`src/rtl/spi_cmd_pkg.sv`:
```
// Shared definitions for the SPI command sequencer and its Wishbone bridge.
// Holds FSM states, command word layout and SPI master register map.
package spi_cmd_pkg;

    typedef enum logic [1:0] {
        ST_IDLE = 2'd0,
        ST_REQ  = 2'd1,
        ST_DONE = 2'd2
    } state_e;

    localparam int CMD_WE_BIT = 32;
    localparam int CMD_W      = 34;

    localparam logic [3:0] WB_SEL_ALL = 4'hF;

    localparam logic [7:0] SPI_RX0    = 8'h00;
    localparam logic [7:0] SPI_TX0    = 8'h00;
    localparam logic [7:0] SPI_CTRL   = 8'h10;
    localparam logic [7:0] SPI_DIVIDE = 8'h14;
    localparam logic [7:0] SPI_SS     = 8'h18;

endpackage

```
`src/rtl/spi_cmd_pending.sv`:
```
// Single-entry command holding register.
// Accepts a load when empty or when the entry is taken the same cycle.
module spi_cmd_pending #(
    parameter int W = 41
) (
    input  logic         clk,
    input  logic         rst,
    input  logic         load_i,
    input  logic         take_i,
    input  logic         clr_i,
    input  logic [W-1:0] data_i,
    output logic         valid_o,
    output logic [W-1:0] data_o,
    output logic         ovf_o
);

    logic         valid_q, valid_d;
    logic [W-1:0] data_q, data_d;
    logic         ovf_q, ovf_d;
    logic         accept;
    logic         drop;

    assign accept = load_i & (~valid_q | take_i);
    assign drop   = load_i & valid_q & ~take_i;

    // Next entry state; an overflow set wins over a clear.
    always_comb begin
        valid_d = valid_q;
        data_d  = data_q;
        ovf_d   = ovf_q;
        if (accept) begin
            valid_d = 1'b1;
            data_d  = data_i;
        end else if (take_i) begin
            valid_d = 1'b0;
        end
        if (drop) begin
            ovf_d = 1'b1;
        end else if (clr_i) begin
            ovf_d = 1'b0;
        end
    end

    // Entry and sticky overflow registers.
    always_ff @(posedge clk or negedge rst) begin
        if (!rst) begin
            valid_q <= 1'b0;
            data_q  <= '0;
            ovf_q   <= 1'b0;
        end else begin
            valid_q <= valid_d;
            data_q  <= data_d;
            ovf_q   <= ovf_d;
        end
    end

    assign valid_o = valid_q;
    assign data_o  = data_q;
    assign ovf_o   = ovf_q;

endmodule

```
`src/rtl/spi_wb_cmd_bridge.sv`:
```
// Turns strobed register commands into single Wishbone classic cycles.
// One command can wait in a pending slot while a cycle is in flight.
module spi_wb_cmd_bridge
    import spi_cmd_pkg::*;
#(
    parameter int ADR_W   = 8,
    parameter int TIMEOUT = 64
) (
    input  logic             clk,
    input  logic             rst,
    input  logic             cmd_stb,
    input  logic [ADR_W-1:0] adr,
    input  logic [33:0]      cmd_word,
    input  logic             clr_flags,
    output logic             wb_cyc_o,
    output logic             wb_stb_o,
    output logic             wb_we_o,
    output logic [ADR_W-1:0] wb_adr_o,
    output logic [31:0]      wb_dat_o,
    output logic [3:0]       wb_sel_o,
    input  logic [31:0]      wb_dat_i,
    input  logic             wb_ack_i,
    input  logic             wb_err_i,
    output logic [31:0]      rd_dat,
    output logic             rd_valid,
    output logic             busy,
    output logic             ovf,
    output logic             bus_err
);

    localparam int CNT_W = $clog2(TIMEOUT);
    localparam int ENT_W = ADR_W + 33;

    state_e           state_q, state_d;
    logic             stb_q;
    logic             cmd_edge;
    logic [CNT_W-1:0] cnt_q, cnt_d;
    logic             we_q, we_d;
    logic [ADR_W-1:0] adr_q, adr_d;
    logic [31:0]      dat_q, dat_d;
    logic [31:0]      rd_dat_q, rd_dat_d;
    logic             rd_valid_q, rd_valid_d;
    logic             bus_err_q, bus_err_d;

    logic             in_idle;
    logic             in_req;
    logic             tmo_hit;
    logic             term_ack;
    logic             term_err;
    logic             term_tmo;
    logic             launch;

    logic             pend_valid;
    logic             pend_load;
    logic             pend_take;
    logic             pend_ovf;
    logic [ENT_W-1:0] pend_ent;
    logic [ENT_W-1:0] new_ent;
    logic [ENT_W-1:0] launch_ent;

    logic             unused_cmd_msb;

    assign unused_cmd_msb = cmd_word[CMD_W-1];

    assign cmd_edge = cmd_stb & ~stb_q;
    assign in_idle  = (state_q == ST_IDLE);
    assign in_req   = (state_q == ST_REQ);
    assign tmo_hit  = (cnt_q == CNT_W'(TIMEOUT - 1));
    assign term_ack = in_req & wb_ack_i;
    assign term_err = in_req & ~wb_ack_i & wb_err_i;
    assign term_tmo = in_req & ~wb_ack_i & ~wb_err_i & tmo_hit;
    assign launch   = in_idle & (pend_valid | cmd_edge);

    assign new_ent    = {cmd_word[CMD_WE_BIT], adr, cmd_word[31:0]};
    assign launch_ent = pend_valid ? pend_ent : new_ent;

    // A queued entry launches first; a same-cycle edge refills the slot.
    assign pend_take = in_idle & pend_valid;
    assign pend_load = cmd_edge & (~in_idle | pend_valid);

    spi_cmd_pending #(
        .W (ENT_W)
    ) u_pending (
        .clk     (clk),
        .rst     (rst),
        .load_i  (pend_load),
        .take_i  (pend_take),
        .clr_i   (clr_flags),
        .data_i  (new_ent),
        .valid_o (pend_valid),
        .data_o  (pend_ent),
        .ovf_o   (pend_ovf)
    );

    // Command strobe history for rising-edge detection.
    always_ff @(posedge clk or negedge rst) begin
        if (!rst) begin
            stb_q <= 1'b0;
        end else begin
            stb_q <= cmd_stb;
        end
    end

    // FSM state register.
    always_ff @(posedge clk or negedge rst) begin
        if (!rst) begin
            state_q <= ST_IDLE;
        end else begin
            state_q <= state_d;
        end
    end

    // FSM next state: ack beats err beats timeout, all end in DONE.
    always_comb begin
        state_d = state_q;
        unique case (state_q)
            ST_IDLE: begin
                if (launch) begin
                    state_d = ST_REQ;
                end
            end
            ST_REQ: begin
                if (term_ack | term_err | term_tmo) begin
                    state_d = ST_DONE;
                end
            end
            ST_DONE: begin
                state_d = ST_IDLE;
            end
            default: begin
                state_d = ST_IDLE;
            end
        endcase
    end

    // FSM outputs: bus strobes and select only while a request is open.
    always_comb begin
        wb_cyc_o = in_req;
        wb_stb_o = in_req;
        wb_sel_o = in_req ? WB_SEL_ALL : 4'h0;
    end

    // Datapath next state: bus fields, read capture, timer, error flag.
    always_comb begin
        we_d       = we_q;
        adr_d      = adr_q;
        dat_d      = dat_q;
        rd_dat_d   = rd_dat_q;
        rd_valid_d = 1'b0;
        bus_err_d  = bus_err_q;
        cnt_d      = in_req ? cnt_q + CNT_W'(1) : '0;
        if (launch) begin
            we_d  = launch_ent[ENT_W-1];
            adr_d = launch_ent[ENT_W-2:32];
            dat_d = launch_ent[31:0];
        end
        if (term_ack & ~we_q) begin
            rd_dat_d   = wb_dat_i;
            rd_valid_d = 1'b1;
        end
        if (term_err | term_tmo) begin
            bus_err_d = 1'b1;
        end else if (clr_flags) begin
            bus_err_d = 1'b0;
        end
    end

    // Datapath registers.
    always_ff @(posedge clk or negedge rst) begin
        if (!rst) begin
            we_q       <= 1'b0;
            adr_q      <= '0;
            dat_q      <= '0;
            rd_dat_q   <= '0;
            rd_valid_q <= 1'b0;
            bus_err_q  <= 1'b0;
            cnt_q      <= '0;
        end else begin
            we_q       <= we_d;
            adr_q      <= adr_d;
            dat_q      <= dat_d;
            rd_dat_q   <= rd_dat_d;
            rd_valid_q <= rd_valid_d;
            bus_err_q  <= bus_err_d;
            cnt_q      <= cnt_d;
        end
    end

    assign wb_we_o  = we_q;
    assign wb_adr_o = adr_q;
    assign wb_dat_o = dat_q;
    assign rd_dat   = rd_dat_q;
    assign rd_valid = rd_valid_q;
    assign bus_err  = bus_err_q;
    assign ovf      = pend_ovf;
    assign busy     = ~in_idle | pend_valid;

endmodule

```
`config.mk`:
```
export PLATFORM = sky130hd
export DESIGN_NAME = spi_wb_cmd_bridge
export DESIGN_NICKNAME = d
export VERILOG_FILES = /design/src/rtl/spi_cmd_pkg.sv /design/src/rtl/spi_cmd_pending.sv /design/src/rtl/spi_wb_cmd_bridge.sv
export SDC_FILE = /design/constraint.sdc
export NUM_CORES = 1
export LEC_CHECK = 0
export BUFFER_PORTS_ARGS = -buffer_cell sky130_fd_sc_hd__buf_2
export CORE_ASPECT_RATIO = 1.1
export CORE_MARGIN = 2
export CORE_UTILIZATION = 40
export CTS_BUF_LIST = sky130_fd_sc_hd__clkbuf_2
export DETAILED_ROUTE_END_ITERATION = 8
export PLACE_DENSITY = 0.66
export SETUP_SLACK_MARGIN = 0.4
export SLEW_MARGIN = 20
export SYNTH_ARGS = -nofsm -noshare
export SYNTH_HDL_FRONTEND = slang
export SYNTH_SLANG_ARGS = --single-unit
export TNS_END_PERCENT = 100
```
`constraint.sdc`:
```
create_clock -name clk -period 2.4 [get_ports clk]
set_input_delay 0.12 -clock clk [delete_from_list [all_inputs] [get_ports clk]]
set_output_delay 0.12 -clock clk [all_outputs]
set_load 0.01 [all_outputs]
```
# == Yosys cells after proc, flatten, opt, wreduce, memory -nomap -nowiden ==
# Cells that the tools add are included.
# word_totals
out_inout_bits,83
in_bits,80
ff_bits,127
# op_classes
n_eq_ne,4
n_mux,12
reduce_logical,5
n_bitwise,26
addsub,1
# op_table
operator,count
41-bit two-way mux,1
1-bit AND,13
1-bit inverter,7
6-bit by 1-bit adder with 6-bit output (second input constant),1
6-bit equality test (second input constant),1
1-bit two-way mux,6
6-bit two-way mux,1
1-bit bitwise OR,6
2-bit nonzero test,3
2-bit two-way mux,2
4-bit two-way mux,1
2-bit by 1-bit != test with 1-bit output (second input constant),2
2-bit one-hot mux with 2 select lines,1
2-bit by 1-bit equality test with 1-bit output (second input constant),1
2-bit logical NOT,1
2-bit AND reduction,1

# == Logic depth before layout (Yosys ltp) ==
# depth
word_depth,7
mapped_depth,5
depth_no_buf,4

# == Modules after synthesis ==
# Synthesis repeated with hierarchy kept, for this count alone.
# hier_totals
hier_cells,342
area_unflattened_um2,5515.3
# modules_own_cells
mod,seq_area_each_um2,cells_per_inst,area_each_um2,n_inst
spi_wb_cmd_bridge,2102.0,248,3739.8,1
spi_cmd_pending,1076.0,94,1775.5,1

# == Worst setup path before layout ==
# OpenSTA, ideal clock, no wires.
# synth_timing
path_kind,register -> register
start,"register u_pending.valid_q, in the netlist u_pending.valid_o"
end,"register u_pending.data_q[0], in the netlist u_pending.data_o[0]"
slack_ns,0.851
arrival_time_ns,1.422
stages_incl_launch_ff,6
period_less_slack_ns,1.549
n_path_buf,2
path_cell_list,dfrtp_1 buf_4 or3_4 nand3_4 buf_6 mux2_1
# synth_between
elab_chain_len,3
word_cells_on_any_way,6
classes_between,6 x bitwise
# synth_rtl
item,line_no,rtl
from (decl),spi_cmd_pending.sv:17,"logic valid_q, valid_d;"
from (signal assigned),spi_cmd_pending.sv:51,valid_q <= valid_d;
1-bit bitwise OR,--,
named net busy,spi_wb_cmd_bridge.sv:26,"output logic busy,"
1-bit AND,spi_wb_cmd_bridge.sv:79,assign pend_load = cmd_edge & (~in_idle | pend_valid);
1-bit AND,spi_cmd_pending.sv:23,assign accept = load_i & (~valid_q | take_i);
to (signal assigned),spi_cmd_pending.sv:52,data_q <= data_d;
to (decl),spi_cmd_pending.sv:18,"logic [W-1:0] data_q, data_d;"
# The timed path passes the listed nets, and every way through them passes these cells.
# A chain may end at the register's enable or synchronous reset.

# == Final worst setup path ==
# layout_timing
start,register cnt_q[0]
end,"register bus_err_q, in the netlist bus_err"
# layout_between
elab_chain_len,4
word_cells_on_any_way,5
classes_between,1 x eq/ne; 1 x mux; 2 x bitwise; 1 x reduce/logical
# layout_rtl
item,line_no,rtl
from (decl),spi_wb_cmd_bridge.sv:37,"logic [CNT_W-1:0] cnt_q, cnt_d;"
from (signal assigned),spi_wb_cmd_bridge.sv:185,cnt_q <= cnt_d;
6-bit equality test *,spi_wb_cmd_bridge.sv:68,assign tmo_hit = (cnt_q == CNT_W'(TIMEOUT - 1));
1-bit AND *,spi_wb_cmd_bridge.sv:71,assign term_tmo = in_req & ~wb_ack_i & ~wb_err_i & tmo_hit;
1-bit bitwise OR *,spi_wb_cmd_bridge.sv:161,if (term_err | term_tmo) begin
1-bit two-way mux / 2-bit nonzero test (equally long branches),--,
to (signal assigned),spi_wb_cmd_bridge.sv:184,bus_err_q <= bus_err_d;
to (decl),spi_wb_cmd_bridge.sv:43,"logic bus_err_q, bus_err_d;"
# Every way passes the cells marked *; elsewhere a longest branch is shown, timed or not.

==> impl_results.md <==
* Max rail drop VDD at between 0.5 and 0.6 mV
* H-tree depth at 4
* Setup crit start kind: register
* CP endpoint kind: register
* Synthesized area at 0.00537 mm2
* Share of layout cells above drive strength 1 at 0.533
* Slew Limit Fails at 0
* Post-layout util at 0.561
* Final setup fails at 0
* Syn_area_per_cell at roughly 16 um2
* Detailed Place HPWL at 7.20 mm
* Most frequent cells in the layout: buf_2, dfrtp_1, mux2_2, dlygate4sd3_1, mux2_1
* CP required at 2.96 ns
* GR Overflow Total at 0
* IO Pins at 163
* Worst skew pair latency at between 0.6 and 0.7 ns
* Total track usage at 0.170
* Max-cap check violation count at 0
* PortBufs at approximately 160
* # nets final at 667
* Initial antenna violation count at 0
* CP Class: register to register
* Status: finished clean
* Highest Clock Rate at roughly 530 MHz
* Post-synth top area cell: dfrtp_1
* Crit-path max FO at 3
* Met1 usage in global routing at 0.192
* Pre-CTS WS at 0.533 ns
* Die area at roughly 0.014 mm2
* Seq cells post-synth at approximately 130
* Clk pin slew, worst setup/hold paths at between 0.15 and 0.2 ns
* CORE AREA at ~0.013 mm2
* Period minus WS final at about 1.9 ns
* Fin Setup TNS at 0 ns
* Leak Pwr at approximately 3.4 nW
* Synth top area cells: dfrtp_1, mux2_2, mux2_1
* Chip Height at roughly 130 um
* Final GP Congestion at between 0.7 and 0.8
* Proportion of netlist area held by the largest area contributor at 0.592
* DRT Wirelength at approximately 11 mm
* Largest net degree at the start of global routing at between 60 and 70
* Crit share post-route at 0.792
* Initial DRC count at between 100 and 150
* Vias at around 3,600
* Die W at approximately 110 um
* Dpl cells at roughly 650
* Area grow syn2layout at 37.3%
* Final ANT Viol Nets at 0
* Relative slew slack at 0.631
* Post-DP Area at approximately 0.0063 mm2
* CTS Buffer Depth at 2
* Gate Count Post-Synth at around 340
* Post-route worst setup slack at 0.500 ns
* Library cells used by synthesis at 30
* Synth Warn # at 0
* Design area at 0.00738 mm2
* Filler-free cell count of the finished design at 760
* Top Usage Layer GRT: met2
* Worst min path class: input pin to register
* Length of the first detailed-routing pass in iterations at 4
* Met2 Use GR at 0.289
* Vias per Instance at ~4.8
* Inserted Clock Buffers at 17
* Synthesized net count at 420
* CTS tree: done
* Starting Density at 0.408
* Total clock sinks at approximately 130
* Crit path DAT at around 2.5 ns
* First-pass GRT wire length at ~19 mm
* Met3 usage at 0.0654
* Unrepaired setup endpoints after global routing: true
* Wire per inst at around 15 um
* Seq/Total Area, Yosys at 0.592
* Worst slew pin tran at approximately 0.55 ns
* # DRC at 0
* Commonest non-fill, non-tap cell in the layout: buf_2
* Final Skew at 0.0302 ns
* Root Driver: clkbuf_2
* Antenna diodes at 0
* Final Hold Vio Count at 0
* Number of setup buffers added after CTS at 0
* Pwr Density at between 1000 and 1500 mW/mm2
* Cell Rows at 44
* Number of global-route vias before repair at about 4,000
[power breakdown]
| part | internal [mW] | switching (mW) | leakage, nW | total, mW |
|---|---|---|---|---|
| sequential | 3.16 | 0.523 | 1.53 | 3.69 |
| clock | 0.575 | 0.790 | 0.143 | 1.36 |
| combinational | 1.93 | 1.51 | 1.77 | 3.44 |
[synth_stat cells]
cell,count
dfrtp_1,127
mux2_2,112
mux2_1,43
buf_6,12
buf_4,6
nor2_1,5
buf_2,4
inv_1,4
a21oi_1,2
nand3_1,2
o21ai_0,2
xnor2_1,2
a21bo_2,1
a31oi_1,1
and2_1,1
and2b_1,1
and3_1,1
ha_1,1
maj3_1,1
nand2_1,1
nand2b_1,1
nand3_4,1
nor3_4,1
o21ai_1,1
o21bai_4,1
o32ai_1,1
or2_1,1
or3_1,1
or3_4,1
xor2_1,1
[registers in the layout, indices dropped and copies added, names as in the netlist]
register and cells:
bus_err 1, cnt_q 6, rd_dat 32, rd_valid 1, state_q 2, stb_q 1, u_pending.data_o 41, u_pending.ovf_o 1
u_pending.valid_o 1, wb_adr_o 8, wb_dat_o 32, wb_we_o 1
[what timing repair did]
action                                 in CTS  in global routing
gates resized for setup                     2                  4
setup endpoints to repair                   6                  8
endpoints found under the hold margin     248                  0
hold buffers                               83                  0
[stage by stage]
stage	hold slack [ns]	total power, mW
global placement	0.0445	6.93
CTS	0.0584	8.61
finish	0.187	8.49
detailed placement	0.0507	7.11
floorplan	-0.176	5.98
global route	0.0570	9.12
[final timing paths]
check	start	to	slack, ns	cells after the start
max	cnt_q[0]$_DFF_PN0_	bus_err$_DFFE_PN0P_	0.50	5
min	clr_flags	u_pending.ovf_o$_DFFE_PN0P_	0.19	3
max reg2reg	cnt_q[0]$_DFF_PN0_	bus_err$_DFFE_PN0P_	0.50	5
min reg2reg	cnt_q[0]$_DFF_PN0_	cnt_q[0]$_DFF_PN0_	0.49	1
max in group asynchronous	rst	wb_we_o$_DFFE_PN0P_	1.39	4
min in group asynchronous	rst	rd_dat[23]$_DFFE_PN0P_	0.56	4
[metal layers]
layer / vias up / share of wire
met5: - / 0
li1: 1695 / -
met3: 17 / 0.059
met4: 0 / 0.017
met2: 114 / 0.52
met1: 1787 / 0.41
[cells by family (layout without fill, tap and decap cells)]
group,Yosys count,in the layout,synth area share
muxes,155,155,0.325
DFF,127,127,0.592
buffers and inverters,26,286,0.0401
and+or+nand+nor,17,17,0.0217
AOI/OAI and AO/OA,9,9,0.0128
xor gates and xnor gates,3,3,0.00489
adders and majority gates,2,2,0.00419
[layout make-up]
class	count	area, um2
multi-input cells	186	2010
well taps	161	201
clock buffers	17	85.1
repair buffers	250	1720
flip-flops and latches	127	3180
inverters	4	15.0
fillers	1094	5780
clock inverters	15	169
[worst max-delay path: stages (launching register included)]
cell and delay (ns):
dfrtp_1 0.45, ha_1 0.23, and3_1 0.23, a31oi_4 0.23
o32ai_2 0.09, dlygate4sd3_1 0.56
Power figures use the tool's default switching activity.
